==> src/rtl/mem_bus_arbiter.sv <==
// mem_bus_arbiter: round-robin arbiter sharing the single-port program/data
// memory among instruction fetch (0), execute data access (1) and the
// loader/debug port (2). Each grant runs WAIT+1 memory cycles and ends with a
// one-cycle done pulse to the winner. Outputs decode from registers only.
module mem_bus_arbiter #(
    parameter int AW   = 8,
    parameter int DW   = 8,
    parameter int WAIT = 1
) (
    input  logic          clk,
    input  logic          rst_n,
    input  logic [2:0]    req,
    input  logic [2:0]    we,
    input  logic [AW-1:0] addr0,
    input  logic [AW-1:0] addr1,
    input  logic [AW-1:0] addr2,
    input  logic [DW-1:0] wdata0,
    input  logic [DW-1:0] wdata1,
    input  logic [DW-1:0] wdata2,
    output logic [2:0]    done,
    output logic [DW-1:0] rdata,
    output logic [1:0]    grant_id,
    output logic          busy,
    output logic          mem_en,
    output logic          mem_we,
    output logic [AW-1:0] mem_addr,
    output logic [DW-1:0] mem_wdata,
    input  logic [DW-1:0] mem_rdata
);

    localparam logic [3:0] WAIT_CNT = 4'(WAIT);

    typedef enum logic [1:0] {
        ST_IDLE   = 2'b00,
        ST_ACCESS = 2'b01,
        ST_RESP   = 2'b10
    } state_t;

    state_t        state_q, state_d;
    logic [1:0]    last_q,  last_d;
    logic [1:0]    gid_q,   gid_d;
    logic [AW-1:0] addr_q,  addr_d;
    logic [DW-1:0] wdata_q, wdata_d;
    logic          we_q,    we_d;
    logic [3:0]    wcnt_q,  wcnt_d;
    logic [DW-1:0] rdata_q, rdata_d;

    logic [3:0]    req_ext;
    logic [1:0]    rr_first, rr_second, rr_third;
    logic          win_valid;
    logic [1:0]    win_id;
    logic [AW-1:0] sel_addr;
    logic [DW-1:0] sel_wdata;
    logic          sel_we;

    // Round-robin pick: last+1, last+2, then last itself (mod 3).
    // rr_third equals last for legal pointer values; an illegal pointer
    // still yields a full 0,1,2 search.
    always_comb begin
        req_ext   = {1'b0, req};
        rr_first  = (last_q == 2'd0) ? 2'd1 : (last_q == 2'd1) ? 2'd2 : 2'd0;
        rr_second = (rr_first == 2'd0) ? 2'd1 : (rr_first == 2'd1) ? 2'd2 : 2'd0;
        rr_third  = (rr_second == 2'd0) ? 2'd1 : (rr_second == 2'd1) ? 2'd2 : 2'd0;
        win_valid = 1'b0;
        win_id    = rr_first;
        if (req_ext[rr_first]) begin
            win_valid = 1'b1;
            win_id    = rr_first;
        end else if (req_ext[rr_second]) begin
            win_valid = 1'b1;
            win_id    = rr_second;
        end else if (req_ext[rr_third]) begin
            win_valid = 1'b1;
            win_id    = rr_third;
        end
    end

    // Route the winning requester's address, data and write enable.
    always_comb begin
        sel_addr  = addr0;
        sel_wdata = wdata0;
        sel_we    = we[0];
        case (win_id)
            2'd1: begin
                sel_addr  = addr1;
                sel_wdata = wdata1;
                sel_we    = we[1];
            end
            2'd2: begin
                sel_addr  = addr2;
                sel_wdata = wdata2;
                sel_we    = we[2];
            end
            default: ;
        endcase
    end

    // Next-state and state-decoded outputs.
    always_comb begin
        state_d = state_q;
        last_d  = last_q;
        gid_d   = gid_q;
        addr_d  = addr_q;
        wdata_d = wdata_q;
        we_d    = we_q;
        wcnt_d  = wcnt_q;
        rdata_d = rdata_q;
        done    = '0;
        busy    = 1'b0;
        mem_en  = 1'b0;
        mem_we  = 1'b0;
        case (state_q)
            ST_IDLE: begin
                if (win_valid) begin
                    gid_d   = win_id;
                    addr_d  = sel_addr;
                    wdata_d = sel_wdata;
                    we_d    = sel_we;
                    wcnt_d  = WAIT_CNT;
                    state_d = ST_ACCESS;
                end
            end
            ST_ACCESS: begin
                busy   = 1'b1;
                mem_en = 1'b1;
                mem_we = we_q;
                if (wcnt_q != 4'd0) begin
                    wcnt_d = wcnt_q - 4'd1;
                end else begin
                    if (!we_q) begin
                        rdata_d = mem_rdata;
                    end
                    last_d  = gid_q;
                    state_d = ST_RESP;
                end
            end
            ST_RESP: begin
                busy = 1'b1;
                case (gid_q)
                    2'd0:    done = 3'b001;
                    2'd1:    done = 3'b010;
                    2'd2:    done = 3'b100;
                    default: done = '0;
                endcase
                state_d = ST_IDLE;
            end
            default: begin
                state_d = ST_IDLE;
            end
        endcase
    end

    // State and access registers; async reset clears everything visible.
    always_ff @(posedge clk or negedge rst_n) begin
        if (!rst_n) begin
            state_q <= ST_IDLE;
            last_q  <= 2'd2;
            gid_q   <= 2'd0;
            addr_q  <= '0;
            wdata_q <= '0;
            we_q    <= 1'b0;
            wcnt_q  <= '0;
            rdata_q <= '0;
        end else begin
            state_q <= state_d;
            last_q  <= last_d;
            gid_q   <= gid_d;
            addr_q  <= addr_d;
            wdata_q <= wdata_d;
            we_q    <= we_d;
            wcnt_q  <= wcnt_d;
            rdata_q <= rdata_d;
        end
    end

    assign grant_id  = gid_q;
    assign rdata     = rdata_q;
    assign mem_addr  = addr_q;
    assign mem_wdata = wdata_q;

endmodule

==> config.mk <==
export PLATFORM = sky130hd
export DESIGN_NAME = mem_bus_arbiter
export DESIGN_NICKNAME = d
export VERILOG_FILES = /design/src/rtl/mem_bus_arbiter.sv
export SDC_FILE = /design/constraint.sdc
export NUM_CORES = 1
export LEC_CHECK = 0
export ABC_AREA = 1
export CAP_MARGIN = 30
export CELL_PAD_IN_SITES_DETAIL_PLACEMENT = 2
export CELL_PAD_IN_SITES_GLOBAL_PLACEMENT = 2
export CORE_UTILIZATION = 24
export DETAILED_ROUTE_END_ITERATION = 10
export PLACE_DENSITY_LB_ADDON = 0.1
export SYNTH_ARGS = -nofsm -noshare
export SYNTH_HDL_FRONTEND = slang
export SYNTH_SLANG_ARGS = --single-unit
export TNS_END_PERCENT = 10
==> constraint.sdc <==
create_clock -name clk -period 3.1 [get_ports clk]
set_input_delay 0.93 -clock clk [delete_from_list [all_inputs] [get_ports clk]]
set_output_delay 0.93 -clock clk [all_outputs]
set_load 0.03 [all_outputs]
==> results of run 1 <==
==> final cells by class <==
class / instances / share of cell area
Clock buffer: 6 / 0.0219
Clock inverter: 2 / 0.00377
Inverter: 28 / 0.0317
Multi-Input combinational cell: 171 / 0.335
Sequential cell: 35 / 0.264
Tap cell: 108 / 0.0407
Timing Repair Buffer: 98 / 0.303
==> layer usage <==
metal | share of wire | routed length [µm] | vias to the layer above | global-route usage
li1 | - | - | 990 | -
met3 | 0.075 | 479 | 5 | 0.0568
met5 | 0 | 0 | - | 0
met1 | 0.43 | 2700 | 972 | 0.171
met2 | 0.49 | 3100 | 57 | 0.243
met4 | 0.0091 | 58 | 0 | 0.0339
==> worst paths after layout <==
path	from	endpoint
worst max-delay path	state_q[0]$_DFFE_PN0P_	done[2]
worst min-delay path	wcnt_q[1]$_DFFE_PN0P_	wcnt_q[1]$_DFFE_PN0P_
worst max register to register	last_q[1]$_DFFE_PN1P_	we_q$_DFFE_PN0P_
worst min register to register	wcnt_q[1]$_DFFE_PN0P_	wcnt_q[1]$_DFFE_PN0P_
max in group asynchronous	rst_n	rdata[0]$_DFFE_PN0P_
min in group asynchronous	rst_n	last_q[0]$_DFFE_PN0P_
==> worst register-to-register path, stage by stage (launching register included) <==
cell and delay, ps:
dfstp_2 610, nor2_2 90, nand2_1 120, nand3_2 110, nor2_1 100, nand2_1 60
nand2_1 120, inv_1 70, ha_1 210, buf_12 160, a22o_1 230, mux2i_1 160
o21ai_1 90
==> cells in the mapped netlist <==
cell type,number
buf_8,1
nand3_2,3
nand2_4,1
nor3b_2,1
inv_2,1
nor2_1,8
o21ai_0,4
o21ai_2,19
dfstp_2,1
a21boi_0,1
buf_12,1
xor2_1,1
buf_6,3
inv_1,27
a22o_1,17
o21ai_1,6
dfrtp_1,34
buf_2,2
mux2i_1,17
xnor2_1,1
nor2_4,1
nor3_1,3
nand2_2,7
nand2_8,1
nor2_2,1
or2_1,1
ha_1,7
nand3_1,9
nand2_1,62
clkbuf_1,4
==> kinds of logic (layout without fill, tap and decap cells) <==
logic type      count (synthesis)  after routing
mux                            17             17
fa+ha+maj                       7              7
buf+inv                        39            134
simple gates                   98             98
flops                          35             35
compound gates                 47             47
xor+xnor                        2              2
==> flip-flops by register name (all words and copies together) (netlist names) <==
| name | flops |
|---|---|
| grant_id | 2 |
| wcnt_q | 4 |
| state_q | 2 |
| rdata | 8 |
| mem_wdata | 8 |
| we_q | 1 |
| mem_addr | 8 |
| last_q | 2 |
==> power groups by stage <==
stage,Clock (µW),Combinational (µW),Sequential [µW]
6_report,334,2710,834
3_3_place_gp,0,2710,839
5_1_grt,371,2990,866
2_1_floorplan,0,1640,1120
4_1_cts,353,2780,840
3_5_place_dp,0,2770,844
==> per-stage QoR <==
stage | cells | worst slack (ps) | hold slack (ps) | area (µm²)
CTS | 448 | 238 | 491 | 3320
finish | 448 | 283 | 481 | 3320
global placement | 440 | 113 | 456 | 3240
global route | 448 | 155 | 517 | 3320
floorplan | 245 | 531 | 442 | 2190
detailed placement | 440 | 73.5 | 471 | 3240
==> run metrics, run 1 <==
Ports 96; P_int 2000 µW; # rows 34; total negative slack 0 ps; Pwr per Cell Area 1170 nW/µm²; fin crit share 0.909; crit path time final 2820 ps; CTS tree built; RSZ-0062 raised after global routing false; Vias per Instance 4.52; Slowest cell on crit path clkdlybuf4s50_1; footprint of the multi-input gates 1110 µm²; synthesized flop and latch total 35; post-DP HPWL 4.91 mm; CP Cell Sequence inv_1 > ha_1 > inv_1 > nor3_1 > clkdlybuf4s50_1; drt total wl 6.35 mm; worst-path fanout max 3; remaining global-route overflow 0; Startpoint Class flip-flop; clk sinks 35; Core ar. 8760 µm²; worst reg2reg setup slack 870 ps; Pre-antenna DRT Iters 4; cells on worst reg2reg path 12; most frequent CP cell inv_1; area delta synth->final 51.7%; DIE HEIGHT 97.5 µm; Avg Cell Area, Syn 8.93 µm²; Critical Path End Type primary output; sequential share of the synthesized area 0.401; Max Buffers Root-to-Sink 2; multiplexer area fraction after synthesis 0.0778; NetSw 1880 µW; initial antenna violation count 0; Mapped Area 2190 µm²; routability congestion estimate 0.814; gate count of the mapped netlist 245; Slew HR 0.441; Synth Warn # 0; WL/cell 14.2 µm; worst slew pin tran 838 ps; worst-skew pair later-pin latency 290 ps; leading cell type in the layout, fill and taps excluded clkdlybuf4s50_1; LEAKAGE 0.00154 µW; outcome finished clean; pin count of the biggest net entering global routing 37; Starting Density 0.250; post-route ant nets 0; CTS Buf Count 5; layout cell share with drive strength beyond 1 0.138; Final Max Tran Viols 0; Switching Share 0.483; Synth area leader dfrtp_1; Synth Area in XOR/XNOR 0.00800; fillers 994; drt drc 0; register area 877 µm²; CP Class reg -> out; post-layout util 0.379; MaxCap Viol Count 0; Adder-Cell Fraction of Synth Area 0.0400; Worst EP required 2170 ps; Global Route Usage Sum 0.144; number of global-route vias before repair 2,280; Seq pwr share 0.215; final hold violations 0; crit-path leading delay family buffers and inverters; Root Buffer clkbuf_8; clk_skew 10.1 ps; Worst-path clk slew 80 ps; worst min path class reg -> reg; Netlist cell types 30; post-synthesis compound-gate area fraction 0.170; PnR Total Power 3880 µW; Syn Nets 316; H-tree levels 2; Max Freq 355 MHz; Antenna diodes 0; setup bufs post-CTS 0; crit-path max cell delay 700 ps; die area 9500 µm²; Die Wd 97.5 µm; Clock Power Share 0.086; Port Buf Inserts 95; Final setup viols 0; CP Depth 5; synth top area cells dfrtp_1 39%, nand2_1 11%, mux2i_1 7.8%, o21ai_2 7.6%, a22o_1 6.8%; largest family of logic cells by synthesized area simple AND/OR/NAND/NOR gates; global-route wire length before repair 11.0 mm; via count 2,024; Peak VDD IR 427 µV; post-synthesis simple-gate area fraction 0.212; Initial DRC Count 36; critical path arrival 1890 ps; Logic pwr share 0.699; Worst Hold Depth 2; number of gates resized after CTS 0; net count reported at finish 410; hold_buf cts 0; commonest non-fill, non-tap cells in the layout 94 x clkdlybuf4s50_1, 62 x nand2_1, 34 x dfrtp_1; Worst Path Buf+Inv 3; area share of the largest cell type after synthesis 0.389
Note: power is estimated with default switching activity, not from simulation.
==> run 2, diff against run 1 <==
- CTS_CLUSTER_SIZE: unset -> 25
==> results of run 2 <==
Same layout as run 1: the final DEF is identical, and so are final timing and power.
